**src/rtl/uart_tx_fsm.sv**
```systemverilog
// UART transmit frame sequencer: start, data, optional parity and stop bits,
// driving the serializer controls and the select of the registered TX output mux.
module uart_tx_fsm #(
    parameter int unsigned DATA_WIDTH = 8,
    parameter int unsigned STOP_BITS  = 1,
    localparam int unsigned CNT_W     = (DATA_WIDTH > 1) ? $clog2(DATA_WIDTH) : 1
) (
    input  logic             CLK,
    input  logic             RST,
    input  logic             Data_Valid,
    input  logic             PAR_EN,
    output logic             Ser_Load,
    output logic             Ser_En,
    output logic [CNT_W-1:0] Bit_Cnt,
    output logic [1:0]       Mux_Sel,
    output logic             Busy
);

    typedef enum logic [2:0] {
        IDLE   = 3'd0,
        START  = 3'd1,
        DATA   = 3'd2,
        PARITY = 3'd3,
        STOP   = 3'd4
    } state_t;

    localparam logic [1:0] SEL_START  = 2'b00;
    localparam logic [1:0] SEL_STOP   = 2'b01;
    localparam logic [1:0] SEL_DATA   = 2'b10;
    localparam logic [1:0] SEL_PARITY = 2'b11;

    localparam logic [CNT_W-1:0] LAST_BIT  = CNT_W'(DATA_WIDTH - 1);
    localparam logic             LAST_STOP = 1'(STOP_BITS - 1);

    state_t state;
    logic   stop_cnt;
    logic   par_en_q;
    logic   last_stop;
    logic   accept;

    assign last_stop = (stop_cnt == LAST_STOP);
    // Gated by RST so the load strobe stays low while reset is held.
    assign accept    = RST && Data_Valid &&
                       ((state == IDLE) || ((state == STOP) && last_stop));

    always_comb begin
        Mux_Sel  = SEL_STOP;
        Ser_En   = 1'b0;
        Ser_Load = accept;
        case (state)
            START:   Mux_Sel = SEL_START;
            DATA: begin
                Mux_Sel = SEL_DATA;
                Ser_En  = 1'b1;
            end
            PARITY:  Mux_Sel = SEL_PARITY;
            default: Mux_Sel = SEL_STOP;
        endcase
    end

    always_ff @(posedge CLK or negedge RST) begin
        if (!RST) begin
            state    <= IDLE;
            Bit_Cnt  <= '0;
            stop_cnt <= 1'b0;
            par_en_q <= 1'b0;
            Busy     <= 1'b0;
        end else begin
            Busy <= (state != IDLE);
            case (state)
                IDLE: begin
                    if (Data_Valid) begin
                        par_en_q <= PAR_EN;
                        state    <= START;
                    end
                end
                START: begin
                    Bit_Cnt <= '0;
                    state   <= DATA;
                end
                DATA: begin
                    if (Bit_Cnt == LAST_BIT) begin
                        Bit_Cnt <= '0;
                        state   <= par_en_q ? PARITY : STOP;
                    end else begin
                        Bit_Cnt <= Bit_Cnt + CNT_W'(1);
                    end
                end
                PARITY: state <= STOP;
                STOP: begin
                    if (last_stop) begin
                        stop_cnt <= 1'b0;
                        if (Data_Valid) begin
                            par_en_q <= PAR_EN;
                            state    <= START;
                        end else begin
                            state <= IDLE;
                        end
                    end else begin
                        stop_cnt <= stop_cnt + 1'b1;
                    end
                end
                default: begin
                    state    <= IDLE;
                    Bit_Cnt  <= '0;
                    stop_cnt <= 1'b0;
                end
            endcase
        end
    end

endmodule

```
**config.mk**
```make
export PLATFORM = sky130hd
export DESIGN_NAME = uart_tx_fsm
export DESIGN_NICKNAME = d
export VERILOG_FILES = /design/src/rtl/uart_tx_fsm.sv
export SDC_FILE = /design/constraint.sdc
export NUM_CORES = 1
export LEC_CHECK = 0
export CAP_MARGIN = 20
export CORE_AREA = 2 2 39 41
export DETAILED_ROUTE_END_ITERATION = 16
export DIE_AREA = 0 0 41 43
export GPL_TIMING_DRIVEN = 0
export HOLD_SLACK_MARGIN = 0.15
export PLACE_DENSITY_LB_ADDON = 0.25
export SLEW_MARGIN = 15
export SYNTH_ARGS = -nofsm -noshare
export SYNTH_HDL_FRONTEND = slang
export SYNTH_SLANG_ARGS = --single-unit
```
**constraint.sdc**
```tcl
create_clock -name CLK -period 1.9 [get_ports CLK]
set_clock_uncertainty 0.15 [all_clocks]
set_input_delay 0.475 -clock CLK [delete_from_list [all_inputs] [get_ports CLK]]
set_output_delay 0.475 -clock CLK [all_outputs]
set_load 0.05 [all_outputs]
```
==> results of run 1 <==
-- registers in the layout, summed over array words and instances, names as in the netlist --
register / count
Busy: 1
par_en_q: 1
Bit_Cnt: 3
state: 3
-- power by group --
part / switching [mW] / internal, mW / total [mW]
clock: 0.0578 / 0.0723 / 0.130
sequential: 0.0806 / 0.244 / 0.325
combinational: 0.433 / 0.230 / 0.663
-- critical path, cell delays in order (launching register included) --
cell and delay [ns]:
dfrtp_2 0.46, nor2_4 0.18, and3_4 0.21, buf_8 0.14
-- synthesized netlist by cell type --
library cell  instances
a21oi_1               3
a31o_1                1
o21ai_1               3
dfrtp_1               8
and3_1                1
a21o_1                2
nor2_1                4
ha_1                  2
inv_1                 4
o21ai_0               1
or4_1                 1
nand2b_1              3
o41ai_1               1
or3_1                 1
and3b_1               1
nand2_1               2
a32oi_1               1
-- worst max path at each step --
stage	from	endpoint	slack, ns	cells past startpoint
4_1_cts	state[1]$_DFFE_PN0P_	Mux_Sel[0]	-0.02	4
3_5_place_dp	RST	Ser_Load	-0.95	3
5_1_grt	state[1]$_DFFE_PN0P_	Ser_Load	-0.03	3
3_3_place_gp	RST	Ser_Load	-0.96	3
6_report	state[1]$_DFFE_PN0P_	Ser_Load	0.03	3
2_1_floorplan	Bit_Cnt[0]$_DFFE_PN0N_	Bit_Cnt[0]$_DFFE_PN0N_	0.07	4
-- kinds of logic after synthesis --
group | count (synthesis) | share of synthesized area
simple gates | 13 | 0.181
buf+inv | 4 | 0.0388
fa+ha+maj | 2 | 0.0647
compound gates | 12 | 0.197
flops | 8 | 0.518
-- cell type report --
cell class                      count  area (µm²)
Fill cell                         141         805
Sequential cell                     8         204
Multi-Input combinational cell     27         194
Timing Repair Buffer               13         124
Clock buffer                        3        22.5
Tap cell                           16        20.0
Inverter                            4        15.0
-- timing repair --
| item | 4_1_cts | 5_1_grt |
|---|---|---|
| setup endpoints to repair | 8 | 4 |
| pin swaps | 0 | 1 |
| endpoints found under the hold margin | 8 | 0 |
| hold buffers | 1 | 0 |
| resized for setup | 36 | 9 |
| buffers inserted | 0 | 1 |
-- metal layers --
layer / track usage / vias to the layer above / part of all wire
met5: 0 / - / 0
met1: 0.151 / 174 / 0.45
met4: 0.0600 / 0 / 0
met2: 0.163 / 17 / 0.47
met3: 0.0628 / 0 / 0.086
li1: - / 171 / -
==> results.json, run 1 <==
{
  "netlist_area_um2": 387,
  "antenna_left": 0,
  "first_iter_violations": 3,
  "grt_max_degree": 9,
  "ys_ff_latch": 8,
  "dr.pass1.iters": 4,
  "avgSynthCellArea_um2": 9.91,
  "clock_tree.buffer_depth": 2,
  "insertion_delay_ns": 0.25,
  "required_ns": 1.27,
  "p_leak_nw": 0.291,
  "synth_cell_type_count": 17,
  "cts_root_buf": "clkbuf_4",
  "io_pins": 12,
  "grt_setup_unrepaired": "true",
  "utilization": 0.419,
  "fmax_ghz": 0.535,
  "netlist.area_leader.share": 0.518,
  "total_power_mw": 1.12,
  "setup_slack_ns": 0.0299,
  "setup_viol": 0,
  "wl_um": 910,
  "p_per_area_nw_per_um2": 1930,
  "clk_pin_slew_ns": 0.06,
  "initial_core_util": 0.279,
  "tns_ns": 0,
  "rr_startpoint": "Bit_Cnt[0]$_DFFE_PN0N_",
  "grt.overflow.total": 0,
  "status": "finished, final reports clean",
  "dp_slack_ns": -0.949,
  "drc": 0,
  "place_inst": 66,
  "die_w_um": 41,
  "layout_common_cells": "5 x dfrtp_1, 5 x dlygate4sd2_1, 4 x clkbuf_4",
  "relSlewSlack": 0.674,
  "grt_pass1_vias": 307,
  "tightestPinTransition_ns": 0.490,
  "antenna_cells": 0,
  "viasPerCell": 5.10,
  "area_growth_pct": 49.8,
  "maxSlewViolCount": 0,
  "min_period_ns": 1.87,
  "cts_tree": "built",
  "syn_inst": 39,
  "final_area_um2": 579,
  "antenna_found_initial": 0,
  "hold_end": "state[1]$_DFFE_PN0P_",
  "cp-start-kind": "register",
  "regToRegEndpoint": "Bit_Cnt[0]$_DFFE_PN0N_",
  "cp_max_fo": 6,
  "die_h_um": 43,
  "numClockSinks": 8,
  "htreeDepth": 1,
  "reg2reg_depth": 4,
  "path_class": "reg -> out",
  "via_count": 362,
  "grt.total_usage": 0.120,
  "placed_area_um2": 519,
  "worstSetupEndpointType": "primary output",
  "worstPathArrival_ns": 1.25,
  "rrSetupSlack_ns": 0.26,
  "worstHoldPathType": "reg -> reg",
  "drive_above_1_share": 0.309,
  "io_buffers": 11,
  "gp_congestion": 0.734,
  "syn-num-nets": 45,
  "fin_nets": 63,
  "wl_per_cell_um": 12.8,
  "rows": 14,
  "synth-seq-area-share": 0.518,
  "ir_drop_mv": 0.850,
  "synth_area_leaders": "dfrtp_1 52%, ha_1 6.5%, nand2b_1 4.9%",
  "grt_pass1_wl_um": 1360,
  "worstHoldStart": "state[2]$_DFFE_PN0P_",
  "ys_warn_count": 0,
  "cts-buffers-inserted": 3,
  "dp.final_hpwl_um": 603,
  "hold_ws_ns": 0.378,
  "core_um2": 1380,
  "holdPathStages": 1,
  "max-cap-violations": 0,
  "yosysTopAreaCell": "dfrtp_1",
  "layoutNonFillerInstCount": 71,
  "finalCritPeriodShare": 0.984,
  "hold_violations": 0,
  "dieArea_um2": 1760
}
(Power assumes the default switching activity.)
==> run 2, diff against run 1 <==
--- a/config.mk
+++ b/config.mk
@@ -11,7 +11,7 @@
 export DIE_AREA = 0 0 41 43
 export GPL_TIMING_DRIVEN = 0
 export HOLD_SLACK_MARGIN = 0.15
-export PLACE_DENSITY_LB_ADDON = 0.25
+export PLACE_DENSITY = 0.54
 export SLEW_MARGIN = 15
 export SYNTH_ARGS = -nofsm -noshare
 export SYNTH_HDL_FRONTEND = slang
==> results.json, run 2 (synthesis results as in run 1) <==
{
  "cts_tree": "built",
  "antenna_cells": 0,
  "cp-start-kind": "register",
  "dieArea_um2": 1760,
  "ir_drop_mv": 0.707,
  "area_growth_pct": 49.2,
  "die_w_um": 41,
  "tightestPinTransition_ns": 0.482,
  "viasPerCell": 4.69,
  "clk_pin_slew_ns": 0.06,
  "finalCritPeriodShare": 0.972,
  "worstPathArrival_ns": 1.22,
  "grt_pass1_vias": 307,
  "first_iter_violations": 2,
  "status": "finished, final reports clean",
  "dr.pass1.iters": 2,
  "io_buffers": 11,
  "min_period_ns": 1.85,
  "grt_pass1_wl_um": 1320,
  "total_power_mw": 1.12,
  "antenna_found_initial": 0,
  "insertion_delay_ns": 0.25,
  "layout_common_cells": "6 x dfrtp_1, 5 x clkbuf_4, 5 x dlygate4sd2_1, 4 x inv_1",
  "dp.final_hpwl_um": 573,
  "required_ns": 1.27,
  "fmax_ghz": 0.541,
  "relSlewSlack": 0.680,
  "worstSetupEndpointType": "primary output",
  "core_um2": 1380,
  "grt_max_degree": 9,
  "layoutNonFillerInstCount": 72,
  "setup_slack_ns": 0.0523,
  "fill_cells": 156,
  "htreeDepth": 1,
  "hold_ws_ns": 0.385,
  "cts_root_buf": "clkbuf_4",
  "cp_max_fo": 6,
  "setup_viol": 0,
  "final_common_cell": "dfrtp_1",
  "numClockSinks": 8,
  "max-cap-violations": 0,
  "via_count": 338,
  "antenna_left": 0,
  "wl_per_cell_um": 12.0,
  "cts-buffers-inserted": 3,
  "worstHoldPathType": "reg -> reg",
  "grt.total_usage": 0.117,
  "path_class": "reg -> out",
  "place_inst": 66,
  "die_h_um": 43,
  "fin_nets": 64,
  "tns_ns": 0,
  "hold_violations": 0,
  "drive_above_1_share": 0.268,
  "io_pins": 12,
  "placed_area_um2": 519,
  "dp_slack_ns": -0.959,
  "initial_core_util": 0.279,
  "utilization": 0.417,
  "drc": 0,
  "grt.overflow.total": 0,
  "rows": 14,
  "gp_congestion": 0.744,
  "largestRegisters": "Bit_Cnt: 3 flops, state: 3 flops",
  "clock_tree.buffer_depth": 2,
  "wl_um": 861,
  "maxSlewViolCount": 0,
  "p_per_area_nw_per_um2": 1940,
  "final_area_um2": 577,
  "p_leak_nw": 0.298
}
run 2: changes by cell type in the layout (fill, tap and decap cells not counted), sizes merged:
cell and delta:
clkbuf +1
run 2: per-layer routing:
| metal | global-route usage | vias to the layer above | part of all wire |
|---|---|---|---|
| met5 | 0 | - | 0 |
| met4 | 0.0600 | 0 | 0 |
| met3 | 0.0471 | 0 | 0.069 |
| met2 | 0.166 | 10 | 0.46 |
| met1 | 0.148 | 156 | 0.47 |
| li1 | - | 172 | - |
run 2: final timing paths:
kind | from | end | slack, ns | cells after the start
setup / recovery | state[1]$_DFFE_PN0P_ | Mux_Sel[0] | 0.05 | 4
hold / removal | Bit_Cnt[1]$_DFFE_PN0N_ | Bit_Cnt[1]$_DFFE_PN0N_ | 0.39 | 2
setup reg to reg | Bit_Cnt[0]$_DFFE_PN0N_ | Bit_Cnt[0]$_DFFE_PN0N_ | 0.26 | 4
hold reg to reg | Bit_Cnt[1]$_DFFE_PN0N_ | Bit_Cnt[1]$_DFFE_PN0N_ | 0.39 | 2
max in group asynchronous | RST | state[0]$_DFFE_PN0P_ | 0.67 | 2
min in group asynchronous | RST | Bit_Cnt[0]$_DFFE_PN0N_ | 0.63 | 2
run 2: worst max-delay path, cell delays in order (launching register included):
cell	delay, ns
dfrtp_2	0.47
inv_1	0.09
nand2_1	0.07
a21o_1	0.19
buf_6	0.15
run 2: cell type report:
type | instances | area [µm²] | share of cell area
Clock buffer | 3 | 22.5 | 0.0390
Tap cell | 16 | 20.0 | 0.0347
Sequential cell | 8 | 203 | 0.351
Timing Repair Buffer | 14 | 128 | 0.221
Multi-Input combinational cell | 27 | 189 | 0.328
Inverter | 4 | 15.0 | 0.0260
run 2: what timing repair did:
item                                    CTS  global route
resized for setup                        36             4
pin swaps                                 0             1
endpoints found under the setup margin    8             4
hold endpoints to repair                  8             0
buffers inserted                          0             2
hold buffers                              1             0
run 2: report_power, final:
part           total, mW  switching [mW]  leakage (nW)  internal (mW)
Combinational      0.669           0.431         0.184          0.238
Sequential         0.322          0.0788        0.0998          0.243
Clock              0.129          0.0569        0.0138         0.0722
Total               1.12           0.567         0.298          0.553
